[src/rtl/nibble_packer.sv]
// Packs a stream of 4-bit nibbles LSB-first into a 4*NIBBLES-bit word with valid/ready on both sides.
// Optional word parity output enabled by defining NIBBLE_PARITY_EN.
module nibble_packer #(
   parameter int NIBBLES = 8,
   parameter int CNT_W   = 4
) (
   input  logic                   CLK,
   input  logic                   RESET_L,
   input  logic [3:0]             NIB_IN,
   input  logic                   NIB_VALID,
   output logic                   NIB_READY,
   input  logic                   FLUSH,
   output logic [4*NIBBLES-1:0]   WORD_OUT,
   output logic                   WORD_VALID,
   input  logic                   WORD_READY,
   output logic [CNT_W-1:0]       NIB_CNT
`ifdef NIBBLE_PARITY_EN
   ,
   output logic                   WORD_PAR
`endif
);

   localparam int W = 4 * NIBBLES;
   localparam logic [CNT_W-1:0] LAST = CNT_W'(NIBBLES - 1);

   typedef enum logic {FILL, HOLD} state_t;

   state_t             state_q, state_d;
   logic [CNT_W-1:0]   cnt_q, cnt_d;
   logic [W-1:0]       asm_q, asm_d;
   logic [W-1:0]       word_q, word_d;
   logic [CNT_W-1:0]   ncnt_q, ncnt_d;
   logic [W-1:0]       asm_nxt;
   logic [CNT_W-1:0]   cnt_nxt;
   logic               xfer;
`ifdef NIBBLE_PARITY_EN
   logic               par_q, par_d;
`endif

   always_comb begin
      state_d = state_q;
      cnt_d   = cnt_q;
      asm_d   = asm_q;
      word_d  = word_q;
      ncnt_d  = ncnt_q;
      asm_nxt = asm_q;
      cnt_nxt = cnt_q;
      xfer    = 1'b0;
`ifdef NIBBLE_PARITY_EN
      par_d   = par_q;
`endif
      case (state_q)
         FILL: begin
            xfer = NIB_VALID;
            if (xfer) begin
               for (int unsigned i = 0; i < NIBBLES; i++) begin
                  if (CNT_W'(i) == cnt_q) asm_nxt[4*i +: 4] = NIB_IN;
               end
               cnt_nxt = cnt_q + CNT_W'(1);
            end
            // A same-cycle nibble is folded in before a flush emits the partial word.
            if ((xfer && (cnt_q == LAST)) || (FLUSH && (cnt_nxt != '0))) begin
               word_d  = asm_nxt;
               ncnt_d  = cnt_nxt;
               state_d = HOLD;
               cnt_d   = '0;
               asm_d   = '0;
`ifdef NIBBLE_PARITY_EN
               par_d   = ^asm_nxt;
`endif
            end else begin
               cnt_d = cnt_nxt;
               asm_d = asm_nxt;
            end
         end
         HOLD: begin
            if (WORD_READY) state_d = FILL;
         end
         default: state_d = FILL;
      endcase
   end

   always_ff @(posedge CLK or negedge RESET_L) begin
      if (!RESET_L) begin
         state_q <= FILL;
         cnt_q   <= '0;
         asm_q   <= '0;
         word_q  <= '0;
         ncnt_q  <= '0;
`ifdef NIBBLE_PARITY_EN
         par_q   <= 1'b0;
`endif
      end else begin
         state_q <= state_d;
         cnt_q   <= cnt_d;
         asm_q   <= asm_d;
         word_q  <= word_d;
         ncnt_q  <= ncnt_d;
`ifdef NIBBLE_PARITY_EN
         par_q   <= par_d;
`endif
      end
   end

   assign NIB_READY  = (state_q == FILL);
   assign WORD_VALID = (state_q == HOLD);
   assign WORD_OUT   = word_q;
   assign NIB_CNT    = ncnt_q;
`ifdef NIBBLE_PARITY_EN
   assign WORD_PAR   = par_q;
`endif

endmodule
[config.mk]
export PLATFORM = sky130hd
export DESIGN_NAME = nibble_packer
export DESIGN_NICKNAME = d
export VERILOG_FILES = /design/src/rtl/nibble_packer.sv
export SDC_FILE = /design/constraint.sdc
export NUM_CORES = 1
export LEC_CHECK = 0
export BUFFER_PORTS_ARGS = -buffer_cell sky130_fd_sc_hd__buf_4
export CAP_MARGIN = 20
export CORE_ASPECT_RATIO = 2
export CORE_UTILIZATION = 40
export CTS_CLUSTER_DIAMETER = 30
export DETAILED_ROUTE_END_ITERATION = 6
export GPL_TIMING_DRIVEN = 0
export PLACE_DENSITY = 0.62
export SYNTH_ARGS = -nofsm -noshare
export SYNTH_HDL_FRONTEND = slang
export SYNTH_SLANG_ARGS = --single-unit
export TNS_END_PERCENT = 30
[constraint.sdc]
create_clock -name CLK -period 2.9 [get_ports CLK]
set_clock_uncertainty 0.05 [all_clocks]
set_input_delay 0.29 -clock CLK [delete_from_list [all_inputs] [get_ports CLK]]
set_output_delay 0.29 -clock CLK [all_outputs]
set_load 0.01 [all_outputs]
# ---- Word level (Yosys, flattened, before mapping)
# Index checks and enable logic that the tools add are counted.
dict set report word_totals {
  in_bits 9
  reg_bits 73
}
dict set report classes {
  mux 16
  n_bitwise 1
  eq_ne 8
  n_addsub 1
  n_reduce_logical 6
}
# cell n
set ops {}
lappend ops {{two-way mux 32 bit} 2}
lappend ops {{two-way mux 4 bit} 11}
lappend ops {{== test 3 x 4 -> 1 bit (first input constant)} 4}
lappend ops {{== test 2 x 4 -> 1 bit (first input constant)} 2}
lappend ops {{adder 4 x 1 -> 4 bit (second input constant)} 1}
lappend ops {{== test 1 x 4 -> 1 bit (first input constant)} 1}
lappend ops {{== test 4 x 3 -> 1 bit (second input constant)} 1}
lappend ops {{logical NOT 4 bit} 1}
lappend ops {{nonzero test 4 bit} 1}
lappend ops {{logical AND 1 bit} 2}
lappend ops {{two-way mux 1 bit} 2}
lappend ops {{one-hot mux 1 bit (2 select lines)} 1}
lappend ops {{AND reduction 2 bit} 1}
lappend ops {{logical OR 1 bit} 1}
lappend ops {{NOT 1 bit} 1}

# ---- Longest topological paths before layout
dict set report logic_depth {
  ltp_word 8
  ltp_mapped 11
  mapped_depth_nobuf 7
}

# ---- Worst setup path after synthesis
# No wires, ideal clock.
dict set report synth_path {
  path_type {reg2reg}
  startpoint {register cnt_q[0]}
  endpoint {register ncnt_q[0] (netlist: NIB_CNT[0])}
  synth_period_minus_slack_ns 2.291
  stages_incl_launch_ff 11
  arrival_time_ns 2.116
  path_slack_ns 0.609
  path_buffers 3
  cell_sequence {dfrtp_1 buf_6 inv_1 ha_1 nand4bb_1 a21oi_1 a41oi_1 o31a_1 buf_6 buf_12 mux2_4}
}
dict set report synth_between {
  elab_chain_len 7
  word_cells_on_any_way 9
  cone_classes {add/sub (1); eq/ne (1); mux (2); reduce/logical (5)}
}
# item line
set synth_lines {}
lappend synth_lines {{from (decl)} 29} ;# logic [CNT_W-1:0] cnt_q, cnt_d;
lappend synth_lines {{from (signal assigned)} 95} ;# cnt_q <= cnt_d;
lappend synth_lines {{adder 4 x 1 -> 4 bit} 59} ;# cnt_nxt = cnt_q + CNT_W'(1);
lappend synth_lines {{two-way mux 4 bit} 55} ;# if (xfer) begin
lappend synth_lines {{two-way mux 4 bit} 52} ;# case (state_q)
lappend synth_lines {{nonzero test 4 bit} 62} ;# if ((xfer && (cnt_q == LAST)) || (FLUSH && (cnt_nxt != '0))) begin
lappend synth_lines {{logical AND 1 bit} 62}
lappend synth_lines {{logical OR 1 bit} 62}
lappend synth_lines {{AND reduction 2 bit (no line)} --}
lappend synth_lines {{to (signal assigned)} 98} ;# ncnt_q <= ncnt_d;
lappend synth_lines {{to (decl)} 32} ;# logic [CNT_W-1:0] ncnt_q, ncnt_d;
# Parallel ways exist; a longest one is shown, timed or not. The select of a mux whose other input is x is not followed.
# A chain may end at the register's enable or synchronous reset.

# ---- Final worst setup path
dict set report layout_path {
  startpoint {register cnt_q[1]}
  endpoint {register word_q[27] (netlist: WORD_OUT[27])}
}
dict set report layout_between {
  elab_chain_len 7
  word_cells_on_any_way 12
  cone_classes {add/sub (1); eq/ne (2); mux (4); reduce/logical (5)}
}
# item line
set layout_lines {}
lappend layout_lines {{adder 4 x 1 -> 4 bit} 59}
lappend layout_lines {{two-way mux 4 bit} 55}
lappend layout_lines {{two-way mux 4 bit} 52}
lappend layout_lines {{nonzero test 4 bit} 62}
lappend layout_lines {{logical AND 1 bit} 62}
lappend layout_lines {{logical OR 1 bit} 62}
lappend layout_lines {{AND reduction 2 bit (no line)} --}
lappend layout_lines {{to (signal assigned)} 97} ;# word_q <= word_d;
lappend layout_lines {{to (decl)} 31} ;# logic [W-1:0] word_q, word_d;
# Parallel ways exist; a longest one is shown, timed or not. The select of a mux whose other input is x is not followed.

==> metrics.csv <==
metric;value;unit
final std cells w/o fill;475;
Critical Path RT;3.07;ns
Post-Synth Adder-Cell Area;0.0136;
Slew Limit Headroom;0.387;
syn_nets;324;
fillers;820;
R2R cell count;9;
hold-fix buffers at CTS;0;
Net Switching;1.24;mW
Internal;2.89;mW
drt via density;5.25;
CTS Buffer Depth;2;
Critical Path AT;2.65;ns
CP max FO;10;
mux share of post-synthesis cell area;0.247;
PwrDens;919;nW/um^2
Syn Area/Cell;11.8;sq um
die height;138;microns
Placeable Area;8950;sq um
placed insts;459;
kind of critical path;register to register;
vias in the first global route;2554;
CTS tree;done;
switching share of power;0.300;
Clk pwr share;0.310;
area grow syn2layout;22.2;%
antenna cells;0;
Site Rows;49;
layout cells sized above 1;0.367;
Yosys reg bits;73;
part of the cycle the worst path needs;0.858;
Tmin final;2.49;ns
peak supply drop;0.438;mV
asr flop ratio synth;1.00;
Final GP Congestion;0.850;
fin. max-slew vios;0;
Reg clk slew, reported paths;0.06;ns
Seq pwr share;0.338;
Residual DRC;0;
TritonCTS buffer count;9;
routed wire length;8060;microns
Crit-path slowest cell;dfrtp_1;
Routed WL per cell;17.0;microns
die footprint;9610;sq um
total of max-cap violations;0;
Critical Path Source Type;register;
DR iter-0 viols;132;
simple-gate area share of the yosys netlist;0.0980;
Final #Nets;381;
largest net degree at the start of global routing;74;
Skew-Pair Late Insertion Delay;0.34;ns
Post-CTS Setup Bufs;0;
Pleak;2.17;nW
Synth Area in Compound Gates;0.0810;
DP Wirelength;5550;microns
crit-path max cell delay;0.46;ns
first-pass GRT wire length;13000;microns
antenna violations before repair;0;
CTS Sinks;73;
via count;2493;
PostCTS Resize Cnt;0;
grt ovf;0;
leading area contributor after synthesis;dfrtp_1;
Antenna Violating Nets Remaining;0;
Clk Tree Root Cell;clkbuf_16;
largest family of logic cells by synthesized area;multiplexers;
Worst Hold Class;input pin to async pin;
register area share after synthesis;0.497;
Worst path depth;9;
Tightest Pin Transition;0.919;ns
Synth Area in XOR/XNOR;0.00952;
Post-Syn Area;3680;sq um
Top FF cell, synth;dfrtp_1;
I/O Buffers;46;
Total Neg Setup Slack;0;ns
Critical path buffers and inverters;3;
worst-path cell chain;ha_1 -> and4b_1 -> clkbuf_1 -> nor2_1 -> nor2_1 -> o31a_1 -> buf_6 -> buf_6 -> mux2_4;
RSZ-0062 raised after global routing;no;
die width;69.8;microns
combinational power share;0.351;
Synth Instances;311;
most frequent cells in the layout;73 x dfrtp_1, 46 x buf_4, 32 x nor2_1, 32 x mux2_4, 31 x mux2_2;
top cells by area, synth;dfrtp_1 50%, mux2_4 13%, mux2_2 9.5%, a21oi_1 3.4%, nor2_1 3.3%;
Ys Warns;0;
Yosys top cell area share;0.497;
starting density of the core;0.411;
count of cell types in the netlist;35;
dpl cell area;4150;sq um
I/O Pins;47;
Max H-tree Level;3;
drt pass-1 iters;4;
Hold Vio Cnt, Final;0;
design area;4500;sq um
cell class contributing the biggest share of worst-path delay;buffers and inverters;
EDFF count, synth;0;
GRT Total Usage;0.180;
max frequency;402;MHz
commonest non-fill, non-tap cell in the layout;dfrtp_1;
Worst setup EP type;register;
outcome;finished clean;
setup violation total in the final timing report;0;
==> area by class of cell <==
| class | instances | area, sq um | area share |
|---|---|---|---|
| sequential | 73 | 1830 | 0.406 |
| multi-input combinational | 211 | 1650 | 0.368 |
| timing repair buffer | 46 | 345 | 0.0768 |
| clock buffer | 11 | 243 | 0.0540 |
| buffer | 23 | 184 | 0.0409 |
| tap | 102 | 128 | 0.0284 |
| clock inverter | 5 | 103 | 0.0228 |
| inverter | 4 | 15.0 | 0.00334 |
==> metal layers <==
layer | vias up | track usage | share of wire | wire length, microns
met2 | 45 | 0.311 | 0.53 | 4290
met5 | - | 0 | 0 | 0
met4 | 0 | 0.0922 | 0.033 | 269
met3 | 21 | 0.0461 | 0.032 | 260
li1 | 1186 | - | - | -
met1 | 1241 | 0.201 | 0.40 | 3250
==> final timing paths <==
| kind | startpoint | end | slack [ns] |
|---|---|---|---|
| min reg2reg | asm_q[29] | asm_q[29] | 0.46 |
| min in group CLK | WORD_READY | WORD_VALID | 0.07 |
| max in group asynchronous | RESET_L | cnt_q[3] | 2.16 |
| max reg2reg | cnt_q[1] | WORD_OUT[27] | 0.41 |
| max | cnt_q[1] | WORD_OUT[27] | 0.41 |
| min | RESET_L | WORD_OUT[22] | 0.04 |
==> cell families (layout without fill, tap and decap cells) <==
| kind of cell | after synthesis | in the layout |
|---|---|---|
| AND/OR/NAND/NOR | 77 | 77 |
| flip-flops | 73 | 73 |
| multiplexers | 71 | 71 |
| AO/OA/AOI/OAI | 55 | 55 |
| buffers and inverters | 27 | 89 |
| adder cells (fa/ha/maj) | 4 | 4 |
| XOR/XNOR | 4 | 4 |
==> through the flow <==
step | worst slack [ns] | hold WS [ns] | total power [mW] | utilization
2_1_floorplan | 0.609 | -0.0556 | 2.42 | -
3_3_place_gp | 0.469 | 0.417 | 2.85 | 0.464
3_5_place_dp | 0.461 | 0.414 | 2.88 | 0.464
4_1_cts | 0.422 | 0.0631 | 4.17 | 0.502
5_1_grt | 0.261 | 0.0676 | 4.35 | 0.502
6_report | 0.413 | 0.0428 | 4.13 | 0.502
==> power groups by stage <==
stage	sequential, mW	clock [mW]	combinational, mW
after floorplan	1.45	0	0.968
after global placement	1.41	0	1.45
after detailed placement	1.42	0	1.46
after CTS	1.40	1.30	1.47
after global routing	1.44	1.35	1.57
final	1.40	1.28	1.45
==> worst register-to-register path, cell delays in order, from the launching register on <==
cell and delay (ns):
dfrtp_1 0.46, ha_1 0.33, and4b_1 0.23, clkbuf_1 0.25
nor2_1 0.10, nor2_1 0.14, o31a_1 0.17, buf_6 0.16
buf_6 0.17, mux2_4 0.31
==> state kept, by name, summed over array words and instances, names as in the netlist <==
signal and cells:
WORD_OUT 32, asm_q 32, NIB_CNT 4, cnt_q 4, WORD_VALID 1
==> cells in the mapped netlist, types with 2 or more instances <==
master / count
xnor2_1: 3
ha_1: 4
o21ai_0: 23
buf_2: 3
mux2i_1: 8
a21oi_1: 25
nor2_1: 32
mux2_4: 32
inv_1: 4
nand3_1: 3
and2_0: 2
nand2_1: 25
dfrtp_1: 73
buf_6: 6
nor2b_1: 6
clkbuf_1: 9
mux2_2: 31
buf_12: 3
nand3b_1: 2
buf_1: 2
Note: power is estimated with default switching activity, not from simulation.
